## src/rtl/i2c_bus_conditioner.sv

```systemverilog
// I2C input front end: synchronizes and deglitches the raw SCL/SDA pads, then derives
// single-cycle SCL edge, START, STOP and SCL-stuck-low timeout events from registered levels.
module i2c_bus_conditioner #(
  parameter int unsigned FILTER_LEN     = 3,
  parameter int unsigned TIMEOUT_CYCLES = 4096
) (
  input  logic clk,
  input  logic rst,
  input  logic i2c_scl_i,
  input  logic i2c_sda_i,
  output logic scl_f,
  output logic sda_f,
  output logic scl_rise,
  output logic scl_fall,
  output logic start,
  output logic stop,
  output logic busy,
  output logic timeout
);

  localparam int unsigned TcntW = $clog2(TIMEOUT_CYCLES + 1);
  localparam logic [3:0] FiltLast = 4'(FILTER_LEN - 1);
  localparam logic [TcntW-1:0] TcntLast = TcntW'(TIMEOUT_CYCLES - 1);

  // Bit 0 carries SCL, bit 1 carries SDA through the synchronizer and filter.
  logic [1:0] pad_raw;
  logic [1:0] s1_q, s2_q;
  logic [1:0] f_vec, p_vec;

  assign pad_raw = {i2c_sda_i, i2c_scl_i};

  always_ff @(posedge clk) begin
    if (rst) begin
      s1_q <= 2'b11;
      s2_q <= 2'b11;
    end else begin
      s1_q <= pad_raw;
      s2_q <= s1_q;
    end
  end

  for (genvar i = 0; i < 2; i++) begin : g_filt
    logic [3:0] cnt_q, cnt_d;
    logic       f_q, f_d;
    logic       p_q;

    always_comb begin
      cnt_d = cnt_q;
      f_d   = f_q;
      if (s2_q[i] == f_q) begin
        cnt_d = '0;
      end else if (cnt_q == FiltLast) begin
        f_d   = s2_q[i];
        cnt_d = '0;
      end else begin
        cnt_d = cnt_q + 4'd1;
      end
    end

    always_ff @(posedge clk) begin
      if (rst) begin
        cnt_q <= '0;
        f_q   <= 1'b1;
        p_q   <= 1'b1;
      end else begin
        cnt_q <= cnt_d;
        f_q   <= f_d;
        p_q   <= f_q;
      end
    end

    assign f_vec[i] = f_q;
    assign p_vec[i] = p_q;
  end

  logic scl_p, sda_p;
  logic rise_raw, fall_raw, start_raw, stop_raw, timeout_raw;

  assign scl_f = f_vec[0];
  assign sda_f = f_vec[1];
  assign scl_p = p_vec[0];
  assign sda_p = p_vec[1];

  // Requiring SCL high on both sides of the SDA edge suppresses START/STOP when
  // both lines change in the same cycle.
  assign rise_raw  = scl_f & ~scl_p;
  assign fall_raw  = ~scl_f & scl_p;
  assign start_raw = ~sda_f & sda_p & scl_f & scl_p;
  assign stop_raw  = sda_f & ~sda_p & scl_f & scl_p;

  logic             busy_q, busy_d;
  logic [TcntW-1:0] tcnt_q, tcnt_d;

  assign timeout_raw = busy_q & ~scl_f & (tcnt_q == TcntLast);

  always_comb begin
    busy_d = busy_q;
    if (start_raw) begin
      busy_d = 1'b1;
    end else if (stop_raw || timeout_raw) begin
      busy_d = 1'b0;
    end
  end

  always_comb begin
    tcnt_d = tcnt_q;
    if (!busy_q || scl_f) begin
      tcnt_d = '0;
    end else if (tcnt_q == TcntLast) begin
      tcnt_d = '0;
    end else begin
      tcnt_d = tcnt_q + TcntW'(1);
    end
  end

  always_ff @(posedge clk) begin
    if (rst) begin
      busy_q <= 1'b0;
      tcnt_q <= '0;
    end else begin
      busy_q <= busy_d;
      tcnt_q <= tcnt_d;
    end
  end

  // Pulses are masked while reset is held so stale state never leaks out.
  assign scl_rise = rise_raw & ~rst;
  assign scl_fall = fall_raw & ~rst;
  assign start    = start_raw & ~rst;
  assign stop     = stop_raw & ~rst;
  assign timeout  = timeout_raw & ~rst;
  assign busy     = busy_q;

  a_edge_excl : assert property (@(posedge clk) disable iff (rst) !(scl_rise && scl_fall));
  a_cond_excl : assert property (@(posedge clk) disable iff (rst) !(start && stop));

endmodule

```

## config.mk

```make
export PLATFORM = sky130hd
export DESIGN_NAME = i2c_bus_conditioner
export DESIGN_NICKNAME = d
export VERILOG_FILES = /design/src/rtl/i2c_bus_conditioner.sv
export SDC_FILE = /design/constraint.sdc
export NUM_CORES = 1
export LEC_CHECK = 0
export ABC_AREA = 1
export BUFFER_PORTS_ARGS = -buffer_cell sky130_fd_sc_hd__buf_2
export CAP_MARGIN = 20
export CELL_PAD_IN_SITES_DETAIL_PLACEMENT = 1
export CELL_PAD_IN_SITES_GLOBAL_PLACEMENT = 1
export CORE_ASPECT_RATIO = 0.5
export CORE_MARGIN = 5
export CORE_UTILIZATION = 35
export DETAILED_ROUTE_END_ITERATION = 8
export HOLD_SLACK_MARGIN = 0.05
export PLACE_DENSITY = 0.65
export SLEW_MARGIN = 5
export SYNTH_ARGS = -nofsm -noshare
export SYNTH_HDL_FRONTEND = slang
export SYNTH_SLANG_ARGS = --single-unit
```

## constraint.sdc

```tcl
create_clock -name clk -period 1.2 [get_ports clk]
set_clock_uncertainty 0.1 [all_clocks]
set_input_delay 0.06 -clock clk [delete_from_list [all_inputs] [get_ports clk]]
set_output_delay 0.06 -clock clk [all_outputs]
set_load 0.02 [all_outputs]
```

==> metrics <==
Num Clock Sinks 30; category of the worst setup path launch point register; Fmax roughly 700 MHz; Worst Tran Pin Value 245 ps; synthesis-stage register bit count 30; power after layout between 2 and 2.5 mW; initial detailed-routing violation count 21; Mapped Area between 1000 and 1500 um2; Async S/R FF share, synth 0%; data arrival time of the critical path roughly 1500 ps; total power per unit cell area roughly 1100 nW/um2; leading register cell type out of synthesis sky130_fd_sc_hd__dfxtp_1; clock transition at the registers of the reported paths 60 ps; H-tree level count 2; number of max-slew violations in the final report 0; vias per inst around 4.5; number of failing hold endpoints at the final stage 0; initial antenna violation count 0; Post-Syn Instances around 170; number of CTS-inserted buffers 5; insertion delay of the later-clocked pin in the worst-skew pair about 270 ps; count leader, synth sky130_fd_sc_hd__nor2_1; clock tree from TritonCTS built; clk buf depth 2; Cell Rows 15; maximum capacitance violations 0; Final setup viols 17; global-route wire length before repair a little under 6000 um; final core utilization 55.0%; final worst setup slack -261 ps; number of enable flip-flop cells after synthesis 0; DRT antenna net count 0; proportion of netlist area held by the largest area contributor around 45%; static leakage a little over 0.8 nW; Final #Nets 227; IR drop worst, VDD 0.551 mV; yosys warns 0; Routed WL approximately 3400 um; worst-path maximum fanout 4; RePlAce Congestion about 0.73; Synth Net Count 180; area leader, netlist sky130_fd_sc_hd__dfxtp_1; time the final worst path needs with I/O delays and setup 1460 ps; # DRC 0; die outline height around 54 um; Layout Area Growth over Synthesis 45.9%; Die Footprint between 5000 and 6000 um2; floorplan core area roughly 3600 um2; Root Buffer sky130_fd_sc_hd__clkbuf_8; most common library cells after synthesis sky130_fd_sc_hd__nor2_1, sky130_fd_sc_hd__nand2_1, sky130_fd_sc_hd__dfxtp_1; Cell Area, Placed 1650 um2; Avg Cell Area, Syn around 7.9 um2; routed wire length per instance around 13 um; Port Buffer Count 11; status complete, but fails checks; fill cell total of the finished layout ~440; sequential share of the synthesized area between 40% and 50%; failing checks negative setup slack; n_diodes 0; post-route cell area 1960 um2; crit share post-route 122%; RSZ-0062 raised after global routing true; capturing element type of the critical path register; maximum number of pins on one net before global-route repair 11; number of global-route vias before repair about 1.3k; Slew headroom ~84%; Overall Global Routing Usage 14.3%; type of the worst setup path register to register; Area contributors post-synth sky130_fd_sc_hd__dfxtp_1, sky130_fd_sc_hd__nor2_1, sky130_fd_sc_hd__nand2_1, sky130_fd_sc_hd__inv_1, sky130_fd_sc_hd__nand3_1; setup TNS -3110 ps; path category of the worst min-delay check input port to register; width of the die between 90 and 100 um; Top Ports 12; length of the first detailed-routing pass in iterations 2; via count ~1.2k; share of final-layout standard cells stronger than drive strength 1 roughly two fifths; sum of overflow across all layers after global routing 0; estimated wirelength of the detail-placed design around 2300 um; initial core utilization between 30% and 40%; count of unique library cells instantiated by Yosys 22; worst path required time between 1000 and 1500 ps
## cells in the final DEF, fill, tap and decap left out, types with 4 or more instances in the layout
master                     synthesis  layout
sky130_fd_sc_hd__buf_2             0       6
sky130_fd_sc_hd__buf_4             0      28
sky130_fd_sc_hd__clkbuf_8          0       6
sky130_fd_sc_hd__dfxtp_1          30      21
sky130_fd_sc_hd__dfxtp_2           0       8
sky130_fd_sc_hd__ha_1              5       4
sky130_fd_sc_hd__inv_1            21      19
sky130_fd_sc_hd__nand2_1          32      28
sky130_fd_sc_hd__nand2_2           2       4
sky130_fd_sc_hd__nand2_4           1       4
sky130_fd_sc_hd__nand3_1          15      11
sky130_fd_sc_hd__nand3_2           1       4
sky130_fd_sc_hd__nor2_1           33      30
sky130_fd_sc_hd__or2_2             4       4
sky130_fd_sc_hd__xnor2_1           6       6
sky130_fd_sc_hd__xor2_1            6       6
## per-stage QoR
| stage | hold slack (ps) | instances | setup slack, ps |
|---|---|---|---|
| finish | 104 | 269 | -261 |
| CTS | 77.6 | 265 | -276 |
| floorplan | 63.8 | 171 | -62.3 |
| detailed placement | 148 | 249 | -144 |
| global route | 126 | 269 | -342 |
| global placement | 147 | 249 | -118 |
## sequential cells by signal (all words and copies together), names as in the netlist
| register | cells |
|---|---|
| tcnt_q | 13 |
| g_filt.cnt_q | 8 |
| g_filt.p_q | 2 |
| s1_q | 2 |
| s2_q | 2 |
| busy | 1 |
| scl_f | 1 |
| sda_f | 1 |
## worst paths after layout
| check | end | slack [ps] | cells after the start | from |
|---|---|---|---|---|
| min reg2reg | s2_q[1] | 310 | 1 | s1_q[1] |
| min | s1_q[0] | 100 | 2 | rst |
| max reg2reg | tcnt_q[10] | -260 | 8 | tcnt_q[0] |
| max | tcnt_q[10] | -260 | 8 | tcnt_q[0] |
## worst max-delay path, cell delays in order (launching register included)
cell	delay, ps
sky130_fd_sc_hd__dfxtp_2	350
sky130_fd_sc_hd__ha_4	150
sky130_fd_sc_hd__nand3_4	80
sky130_fd_sc_hd__buf_4	160
sky130_fd_sc_hd__buf_4	140
sky130_fd_sc_hd__nor2_4	160
sky130_fd_sc_hd__nand3_2	80
sky130_fd_sc_hd__nand3_1	90
sky130_fd_sc_hd__nor2_1	40
## logic make-up after synthesis
kind of cell / count (synthesis) / share of synthesized area (%)
compound gates: 2 / 0.743
xor+xnor: 12 / 7.81
fa+ha+maj: 5 / 4.65
buf+inv: 22 / 6.70
flops: 30 / 44.7
simple gates: 100 / 35.4
## area by class of cell
| type | count | area, um2 | share of cell area, % |
|---|---|---|---|
| well taps | 51 | 63.8 | 3.25 |
| clock inverters | 1 | 30.0 | 1.53 |
| multi-input cells | 120 | 773 | 39.4 |
| repair buffers | 40 | 314 | 16.0 |
| inverters | 21 | 83.8 | 4.27 |
| clock buffers | 6 | 82.6 | 4.21 |
| flip-flops and latches | 30 | 614 | 31.3 |
## power by group
part           internal, mW  switching (mW)  total (mW)
Clock                 0.663           0.369        1.03
Combinational        0.0195          0.0235      0.0431
Sequential             1.00         0.00576        1.01
Total                  1.69           0.399        2.08
## routing by layer
layer	wire length [um]	track usage [%]	up-vias
met5	0	0	-
met4	33	6.21	0
met3	73	4.01	4
met2	1790	27.9	10
met1	1540	15.2	574
li1	-	-	621
## timing repair
action	in CTS	in global routing
hold endpoints to repair	2	0
setup endpoints to repair	19	27
hold buffers	2	0
buffers inserted	6	4
cloned	1	0
resized for setup	22	13
pin swaps	9	3
No activity file was read; power rests on OpenSTA's default activity.
